<file path="config.mk">
export PLATFORM = sky130hd
export DESIGN_NAME = microseq_control
export DESIGN_NICKNAME = d
export VERILOG_FILES = /design/src/rtl/microseq_control.sv
export SDC_FILE = /design/constraint.sdc
export NUM_CORES = 1
export LEC_CHECK = 0
export ABC_CLOCK_PERIOD_IN_PS = 10100
export CAP_MARGIN = 20
export CORE_MARGIN = 2
export CORE_UTILIZATION = 66
export DETAILED_ROUTE_END_ITERATION = 10
export PLACE_DENSITY = 0.81
export SKIP_CTS_REPAIR_TIMING = 1
export SYNTH_ARGS = -nofsm -noshare
export SYNTH_HDL_FRONTEND = slang
export SYNTH_SLANG_ARGS = --single-unit
</file>
<file path="constraint.sdc">
create_clock -name clk -period 10.1 [get_ports clk]
set_clock_uncertainty 0.1 [all_clocks]
set_input_delay 2.02 -clock clk [delete_from_list [all_inputs] [get_ports clk]]
set_output_delay 2.02 -clock clk [all_outputs]
set_load 0.05 [all_outputs]
</file>
<file path="src/rtl/microseq_control.sv">
// Writable-control-store microsequencer: OP/BR/CALL/RET microwords, hardware
// return stack, sticky stack fault and a synchronous program-load mode.
module microseq_control #(
    parameter  int CS_SIZE     = 32,
    parameter  int RF_AW       = 3,
    parameter  int STACK_DEPTH = 4,
    localparam int CS_BITS     = $clog2(CS_SIZE),
    localparam int W           = 3*RF_AW + 12
) (
    input  logic               clk,
    input  logic               rst_n,
    input  logic               prog_mode,
    input  logic               prog_we,
    input  logic [CS_BITS-1:0] prog_addr,
    input  logic [W-1:0]       prog_wdata,
    output logic [RF_AW-1:0]   fld_A,
    output logic [RF_AW-1:0]   fld_B,
    output logic [RF_AW-1:0]   fld_C,
    output logic               ldRF,
    output logic               selR_in,
    output logic               ldR_in,
    output logic               ldR_out,
    output logic [2:0]         alu_op,
    input  logic               cy,
    input  logic               neg,
    input  logic               zero,
    input  logic               ovf,
    input  logic               start,
    output logic               done,
    output logic               fault,
    output logic [CS_BITS-1:0] upc
);

    localparam int SP_W  = $clog2(STACK_DEPTH + 1);
    localparam int IDX_W = (STACK_DEPTH > 1) ? $clog2(STACK_DEPTH) : 1;
    localparam int F_CTL = W - 3 - 3*RF_AW;

    typedef enum logic [1:0] {
        UW_OP   = 2'b00,
        UW_BR   = 2'b01,
        UW_CALL = 2'b10,
        UW_RET  = 2'b11
    } uword_t;

    logic [W-1:0]       r_cs [CS_SIZE];
    logic [CS_BITS-1:0] r_stack [STACK_DEPTH];
    logic [CS_BITS-1:0] r_upc;
    logic [SP_W-1:0]    r_sp;
    logic               r_done;
    logic               r_fault;

    logic [W-1:0]       w_word;
    uword_t             w_type;
    logic [CS_BITS-1:0] w_upc_inc;
    logic [CS_BITS-1:0] w_target;
    logic [CS_BITS-1:0] w_ret_addr;
    logic [IDX_W-1:0]   w_push_idx;
    logic [IDX_W-1:0]   w_pop_idx;
    logic               w_cond;
    logic               w_nop;
    logic               w_push;
    logic [CS_BITS-1:0] w_upc_nxt;
    logic [SP_W-1:0]    w_sp_nxt;
    logic               w_done_nxt;
    logic               w_fault_nxt;

    assign w_word     = r_cs[r_upc];
    assign w_type     = uword_t'(w_word[W-1:W-2]);
    assign w_upc_inc  = r_upc + CS_BITS'(1);
    assign w_target   = w_word[CS_BITS-1:0];
    assign w_push_idx = r_sp[IDX_W-1:0];
    assign w_pop_idx  = IDX_W'(r_sp - SP_W'(1));
    assign w_ret_addr = r_stack[w_pop_idx];

    always_comb begin
        w_cond = 1'b0;
        case (w_word[W-3:W-5])
            3'd0:    w_cond = start;
            3'd1:    w_cond = zero;
            3'd2:    w_cond = neg;
            3'd3:    w_cond = cy;
            3'd4:    w_cond = ovf;
            3'd5:    w_cond = 1'b1;
            3'd6:    w_cond = r_done;
            default: w_cond = 1'b0;
        endcase
    end

    always_comb begin
        w_upc_nxt   = r_upc;
        w_sp_nxt    = r_sp;
        w_done_nxt  = r_done;
        w_fault_nxt = r_fault;
        w_push      = 1'b0;
        if (prog_mode) begin
            w_upc_nxt   = '0;
            w_sp_nxt    = '0;
            w_done_nxt  = 1'b0;
            w_fault_nxt = 1'b0;
        end else if (!r_fault) begin
            case (w_type)
                UW_OP: begin
                    w_upc_nxt = w_upc_inc;
                    if (w_word[F_CTL-7])
                        w_done_nxt = 1'b1;
                    else if (w_word[F_CTL-8])
                        w_done_nxt = 1'b0;
                end
                UW_BR: begin
                    w_upc_nxt = (w_cond == w_word[W-6]) ? w_target : w_upc_inc;
                end
                UW_CALL: begin
                    // A faulting CALL/RET leaves upc on the offending word.
                    if (r_sp == SP_W'(STACK_DEPTH)) begin
                        w_fault_nxt = 1'b1;
                    end else begin
                        w_push    = 1'b1;
                        w_sp_nxt  = r_sp + SP_W'(1);
                        w_upc_nxt = w_target;
                    end
                end
                default: begin
                    if (r_sp == '0) begin
                        w_fault_nxt = 1'b1;
                    end else begin
                        w_sp_nxt  = r_sp - SP_W'(1);
                        w_upc_nxt = w_ret_addr;
                    end
                end
            endcase
        end
    end

    always_ff @(posedge clk or negedge rst_n) begin
        if (!rst_n) begin
            r_upc   <= '0;
            r_sp    <= '0;
            r_done  <= 1'b0;
            r_fault <= 1'b0;
            for (int unsigned i = 0; i < STACK_DEPTH; i++)
                r_stack[i] <= '0;
        end else begin
            r_upc   <= w_upc_nxt;
            r_sp    <= w_sp_nxt;
            r_done  <= w_done_nxt;
            r_fault <= w_fault_nxt;
            if (w_push)
                r_stack[w_push_idx] <= w_upc_inc;
        end
    end

    // Store is deliberately outside the reset domain so programs survive rst_n.
    always_ff @(posedge clk) begin
        if (prog_mode && prog_we)
            r_cs[prog_addr] <= prog_wdata;
    end

    assign w_nop   = !rst_n || prog_mode || r_fault || (w_type != UW_OP);
    assign fld_A   = w_nop ? '0 : w_word[W-3 -: RF_AW];
    assign fld_B   = w_nop ? '0 : w_word[W-3-RF_AW -: RF_AW];
    assign fld_C   = w_nop ? '0 : w_word[W-3-2*RF_AW -: RF_AW];
    assign ldRF    = !w_nop && w_word[F_CTL];
    assign ldR_in  = !w_nop && w_word[F_CTL-1];
    assign ldR_out = !w_nop && w_word[F_CTL-2];
    assign selR_in = !w_nop && w_word[F_CTL-3];
    assign alu_op  = w_nop ? '0 : w_word[F_CTL-4 -: 3];

    assign done  = r_done;
    assign fault = r_fault;
    assign upc   = r_upc;

endmodule

</file>
# == Yosys cells after proc, flatten, opt, wreduce, memory -nomap -nowiden ==
# Memory sizes are Yosys's and may differ from the RTL's.
# Index checks and enable logic that the tools add are counted.
# W data, S select, Z words.
# op_classes
n_eq_ne,15
div_mod_pow,0
multipliers,0
n_addsub,3
n_shift,0
order_cmp,3
n_mux,38
n_reduce_logical,21
bitwise_logic,2
# op_table
cell,count
$mux W5,8
$mux W3,8
$bwmux W20,1
$mux W1,15
$pmux W5 S3,1
$eq A3 B3 Y1 const B,4
$bmux W5 S2,1
$demux W5 S2,1
$pmux W1 S7,1
$eq A3 B2 Y1 const B,2
$ge A3 B3 Y1 const B,2
$logic_and A1 B1 Y1,6
$logic_not A3 Y1,2
$not A2 Y3,2
$pmux W3 S2,1
$reduce_and A3 Y1,2
$add A5 B1 Y5 const B,1
$ne A5 B2 Y1 const B,1
$reduce_and A4 Y1,1
$reduce_bool A2 Y1,2
$add A3 B1 Y3 const B,1
$eq A3 B1 Y1 const B,1
$logic_or A1 B1 Y1,3
$lt A3 B1 Y1 const B,1
13 further kinds,14
# word_totals
ramBits,672
register_bits,30
input_bits,35
latch_bits,0
rom_bits,0
n_memories,1
word_cells,91
out_inout_bits,23
# mem_list
memory,words,word_bits,read_ports,rd_clocked_by_memory_dff,write_ports,line_no,source
r_cs,32,21,1,0,1,45,logic [W-1:0] r_cs [CS_SIZE];

# == Logic depth before layout (Yosys ltp) ==
# Gate-level depths: netlist (run 1).
# logic_depth
ltp_word,9
ltp_mapped,25
mapped_depth_nobuf,16

# == Worst setup path before layout (run 1) ==
# No wires, ideal clock.
# synth_timing
path_kind,register -> output
from,"register r_upc[0], in the netlist upc[0]"
to,output port fld_B[0]
n_path_buf,9
path_stages_with_launch,18
setup_slack_ns,3.535
t_required_ns,7.980
t_arrival_ns,4.445
path_cell_list,dfrtp_1 -> buf_6 -> buf_6 -> buf_6 -> buf_6 -> buf_4 -> buf_4 -> buf_4 -> buf_4 -> mux2i_1 -> o221ai_1 -> o22ai_1 -> nor2_1 -> a21oi_1 -> ha_1 -> nand3_1 -> clkbuf_1 -> a21oi_1
# synth_via
elab_chain_cells,4
# synth_rtl
item,line_no,source
start: declaration,47,logic [CS_BITS-1:0] r_upc;
start signal: assignment,143,r_upc <= w_upc_nxt;
$mem_v2 Z32 W21 (*),--,
$reduce_bool A2 Y1,158,assign w_nop = !rst_n || prog_mode || r_fault || (w_type != UW_OP);
$logic_or A1 B1 Y1,158,
$mux W3 (*),160,assign fld_B = w_nop ? '0 : w_word[W-3-RF_AW -: RF_AW];
end: declaration,17,"output logic [RF_AW-1:0] fld_B,"
# Every way passes the cells marked *; elsewhere a longest branch is shown, timed or not.

# == Worst setup path after layout (run 1) ==
# layout_timing
from,"register r_upc[0], in the netlist upc[0]"
to,output port fld_B[1]
# The elaborated chain is that of the path after synthesis.

==> results.toml, run 1 <==
[cells_and_area]
fin_nets = 1505
final_common_cell = "edfxtp_1"
nFillCells = 2091
final_cell_mix = "672 x edfxtp_1, 155 x mux4_2, 84 x mux2i_1"
drive_above_1_share = 0.218
layout.cells.non_filler = 2052
synthToLayoutAreaGrowth_pct = 13.1

[timing]
post-route-period-util = 0.774
fin_tns_setup_ns = 0
setup_violations = 0
fmax_mhz = 128
hold_viol_final = 0
rsz0062_at_grt = "no"
tightest_slew_ns = 1.27
relSlewSlack = 0.153
maxSlewViolCount = 0
period_needed_ns = 7.82

[yosys]
synth_cell_types = 54
syn_inst = 1379
syn_avg_cell_area_um2 = 20.2
synth_edf_count = 672
syn_nets = 1424
synth_ff_type = "edfxtp_1"
syn_area_um2 = 27800
ys_seq_elements = 702
ys_seq_area_frac = 0.752
yosysWarnings = 0
async_reset_ff_frac = 0.0427

[global_routing]
grt_pass1_wl_um = 99500
grt_pass1_vias = 14800
overflow = 0
antenna_found_initial = 3
grt_usage = 0.325
grt_max_degree = 79

[clock_tree]
clk_path_buf_depth = 3
numCtsBuffers = 70
cts_num_sinks = 702
ctsRootBufferMaster = "clkbuf_16"
h-tree-depth = 3
cts_tree = "built"
insertion_delay_ns = 0.61
clk_transition_reported_paths_ns = 0.06

[drt]
routedWlPerCell_um = 34.3
firstDrtPassIters = 5
avgViaCountPerCell = 7.25
drt-initial-drc-count = 2303
routed_wl_um = 70400
via_count = 14900
drc = 0
postRouteAntennaNets = 0

[placed_design]
numPortBuffers = 57
dp_cells = 1915
dp_hpwl_um = 34500
routabilityCongestion = 0.823

[floorplan]
start_util = 0.666
core_area_um2 = 41800
dieArea_um2 = 43800
fp.dieW_um = 209
die_h_um = 209
ios = 58
rows = 75

[power_and_ir_drop]
vdd.ir_drop.worst_uv = 187
pwr_density_cell_nw_per_um2 = 231
leakagePower_nw = 9.74

[setup_path]
path_max_fanout = 53
cp_data_arrival_time_ns = 5.70
cp_data_required_time_ns = 7.98
start_kind = "register"
worstSetupEndpointType = "output pin"
criticalPathCategory = "reg2out"

[job]
drv_cap = 0

[hold_path]
min_path_type = "reg2reg"

[outcome]
status = "finished clean"
==> logic make-up (layout without fill, tap and decap cells) <==
kind of cell / count (synthesis) / after routing / share of synthesized area
adder cells (fa/ha/maj): 10 / 10 / 0.00450
buffers and inverters: 83 / 216 / 0.0148
AO/OA/AOI/OAI: 140 / 140 / 0.0353
other: 0 / 1 / 0
multiplexers: 250 / 250 / 0.160
XOR/XNOR: 8 / 8 / 0.00252
AND/OR/NAND/NOR: 186 / 186 / 0.0302
flip-flops: 702 / 702 / 0.752
==> cells in the mapped netlist (5+ instances only) <==
master | n | area, um2
a221oi_1 | 13 | 114
a21oi_1 | 30 | 150
inv_1 | 8 | 30.0
mux4_2 | 155 | 3490
xnor2_1 | 7 | 61.3
nand3_1 | 14 | 70.1
dfrtp_1 | 30 | 751
o21ai_0 | 25 | 125
buf_4 | 15 | 113
edfxtp_1 | 672 | 20200
o21a_1 | 5 | 37.5
nor2_1 | 56 | 210
clkbuf_1 | 37 | 139
nor3_1 | 14 | 70.1
buf_2 | 12 | 60.1
a22oi_1 | 13 | 97.6
nand2_1 | 70 | 263
o221ai_1 | 24 | 210
a211oi_1 | 5 | 37.5
mux2i_1 | 84 | 841
buf_1 | 5 | 18.8
o22ai_1 | 10 | 62.6
mux2_2 | 9 | 101
ha_1 | 10 | 125
nor3b_1 | 9 | 67.6
==> sequential cells by signal, summed over array words and instances, names as in the netlist <==
name,cells
upc,5
r_stack,20
r_sp,3
fault,1
done,1
r_cs,672
==> final timing paths <==
check | startpoint | endpoint | slack, ns | cells past startpoint
max reg2reg | upc[0] | upc[2] | 4.71 | 10
max | upc[0] | fld_B[1] | 2.28 | 7
min | r_stack[8] | r_stack[8] | 0.38 | 2
max in group asynchronous | rst_n | upc[0] | 7.86 | 2
min in group asynchronous | rst_n | upc[4] | 1.72 | 2
min reg2reg | r_stack[8] | r_stack[8] | 0.38 | 2
==> through the flow <==
step	hold slack [ns]	instance area (um2)	worst slack [ns]	utilization	total power, mW
finish	0.377	31500	2.28	0.754	7.28
global route	0.403	31500	1.92	0.754	7.48
CTS	0.384	31200	2.16	0.747	7.26
detailed placement	0.371	29000	2.85	0.695	4.81
global placement	0.358	29000	2.56	0.695	4.76
floorplan	0.345	27800	3.53	-	4.44
==> layout make-up <==
cell class / instances / area (um2) / area share
clock buffers: 84 / 1830 / 0.0580
flip-flops and latches: 702 / 20900 / 0.665
multi-input cells: 594 / 6710 / 0.213
clock inverters: 40 / 339 / 0.0108
diodes: 1 / 2.50 / 0.0000795
well taps: 539 / 674 / 0.0214
inverters: 10 / 37.5 / 0.00119
repair buffers: 82 / 946 / 0.0301
==> report_power, final <==
group,internal (mW),switching [mW],total (mW)
Sequential,3.25,0.0978,3.35
Clock,1.38,1.11,2.49
Combinational,0.640,0.802,1.44
Total,5.27,2.01,7.28
==> routing by layer <==
layer  part of all wire  track usage  up-vias
met4              0.046        0.150        2
met5            0.00023            0        -
met2               0.48        0.506     1175
met3               0.12       0.0789      214
li1                   -            -     5872
met1               0.36        0.446     7617
==> critical path: stages (launching register included) <==
cell,delay [ns]
dfrtp_4,1.08
buf_4,0.90
buf_4,0.89
mux4_2,0.63
mux4_2,0.50
nand2_1,0.12
a21oi_1,0.13
clkdlybuf4s50_1,0.73
No activity file was read; power rests on OpenSTA's default activity.
==> run 2: changes to the inputs <==
ABC_CLOCK_PERIOD_IN_PS = 6550   (was 10100)
CORE_UTILIZATION = 56   (was 66)
PLACE_DENSITY = 0.73   (was 0.81)
clock period = 6.55 ns   (was 10.1 ns; I/O delays follow)
==> run 2 against run 1 <==
Compared with the run above:
- final area rose by 1.1%
- sequential power rose by 54%
- largest power group unchanged
- critical path depth grew 2
- die area increased by 18%
- non-clock buffer count shrank 3
- critical path type unchanged
- cell count grew 5.6%
==> results.toml, run 2 (synthesized netlist as in run 1, its figures left out) <==
[outcome]
status = "finished clean"

[drt]
via_count = 14200
drc = 0
routedWlPerCell_um = 30.3
routed_wl_um = 65700
wl_met3_um = 5330
drt-initial-drc-count = 2075
firstDrtPassIters = 5
drt-met1-wl_um = 26600
avgViaCountPerCell = 6.55
highest_layer = "met4"
postRouteAntennaNets = 0
wl_met2_um = 31500

[floorplan]
start_util = 0.568
fp.dieW_um = 227
core_area_um2 = 49000
dieArea_um2 = 51500
ios = 58
die_h_um = 227
rows = 81

[clock_tree]
numCtsBuffers = 70
cts_num_sinks = 702
clk_path_buf_depth = 3
h-tree-depth = 3
cts_tree = "built"
ctsRootBufferMaster = "clkbuf_16"
clk_transition_reported_paths_ns = 0.06
insertion_delay_ns = 0.61

[cells_and_area]
drive_above_1_share = 0.224
seq_area_um2 = 20900
largest_register = "r_cs"
multi_input_area_um2 = 6720
largest_register_ffs = 672
nFillCells = 3211
synthToLayoutAreaGrowth_pct = 14.4
fin_nets = 1502
antenna_cells = 0
final_common_cell = "edfxtp_1"
final_cell_mix = "672 x edfxtp_1, 155 x mux4_2, 84 x mux2i_1"

[global_routing]
overflow = 0
grt_max_degree = 84
antenna_found_initial = 1
grt_pass1_vias = 14300
grt_pass1_wl_um = 95900
grt_usage = 0.266

[power_and_ir_drop]
power.clock.fraction = 0.353
leakagePower_nw = 9.81
p_sw_mw = 3.01
power_frac_seq = 0.451
power.total_mw = 11.4
vdd.ir_drop.worst_uv = 282
pwr_density_cell_nw_per_um2 = 359
internal-power_mw = 8.40
comb_power_share = 0.196
netSwitchingFraction = 0.264

[placed_design]
routabilityCongestion = 0.831
numPortBuffers = 57
dp_hpwl_um = 34900

[timing]
post-route-period-util = 0.936
fmax_mhz = 163
setup_violations = 0
tightest_slew_ns = 1.19
hold_viol_final = 0
maxSlewViolCount = 0
period_needed_ns = 6.13
rsz0062_at_grt = "no"
fin_tns_setup_ns = 0
relSlewSlack = 0.205

[setup_path]
critPathMaxStageDelay_ns = 0.74
criticalPathCategory = "reg2out"
cp_data_arrival_time_ns = 4.72
cpMaxStageDelayCell = "nand3_1"
path_max_fanout = 39
worstSetupEndpointType = "output pin"
cp_common_cell = "a21oi_1"
cp_data_required_time_ns = 5.14
start_kind = "register"
path_cells = "nand2_1, o221ai_1, o22ai_1, nor3_1, a21oi_1, ha_1, nand3_1, a21oi_1, buf_12"

[hold_path]
min_path_type = "reg2reg"

[job]
drv_cap = 0
run 2: per-stage QoR:
| stage | std cells | instance area [um2] | hold slack [ns] | worst slack, ns | utilization |
|---|---|---|---|---|---|
| CTS | 2164 | 31800 | 0.383 | 0.228 | 0.649 |
| detailed placement | 2046 | 29500 | 0.370 | 0.876 | 0.602 |
| floorplan | 1379 | 27800 | 0.345 | 0.695 | - |
| finish | 2167 | 31800 | 0.381 | 0.422 | 0.650 |
| global route | 2167 | 31800 | 0.403 | 0.103 | 0.650 |
| global placement | 2041 | 29400 | 0.356 | 1.09 | 0.600 |
run 2: cell type report:
type,instances,share of cell area
multi-input combinational,594,0.211
sequential,702,0.658
inverter,10,0.00118
clock buffer,91,0.0608
tap,664,0.0261
timing repair buffer,79,0.0322
clock inverter,27,0.0108
run 2: layer usage:
layer	track usage	up-vias
li1	-	5864
met1	0.380	7472
met2	0.413	713
met3	0.0516	143
met4	0.101	0
met5	0	-
run 2: worst max-delay path: cells and delay by family, from the launching register on:
kind                       cells  cell delay, ns
and+or+nand+nor                3            1.51
adders and majority gates      1            0.31
DFF                            1            0.71
buffers and inverters          1            0.19
AOI/OAI and AO/OA              4            1.36
run 2: power groups by stage:
stage / logic (mW) / registers, mW / clock network (mW)
floorplan: 1.67 / 5.18 / 0
global placement: 2.18 / 5.23 / 0
detailed placement: 2.22 / 5.24 / 0
CTS: 2.24 / 5.15 / 4.07
global route: 2.39 / 5.16 / 4.22
finish: 2.24 / 5.15 / 4.02
run 2: final timing paths:
kind                       cells past startpoint  slack (ns)         end       start
setup / recovery                               9        0.42    fld_C[0]      upc[1]
setup reg to reg                              14        1.75      upc[3]      upc[1]
min in group asynchronous                      2        1.01  r_stack[1]       rst_n
hold reg to reg                                2        0.38  r_stack[7]  r_stack[7]
hold / removal                                 2        0.38  r_stack[7]  r_stack[7]
max in group asynchronous                      2        4.99      upc[0]       rst_n
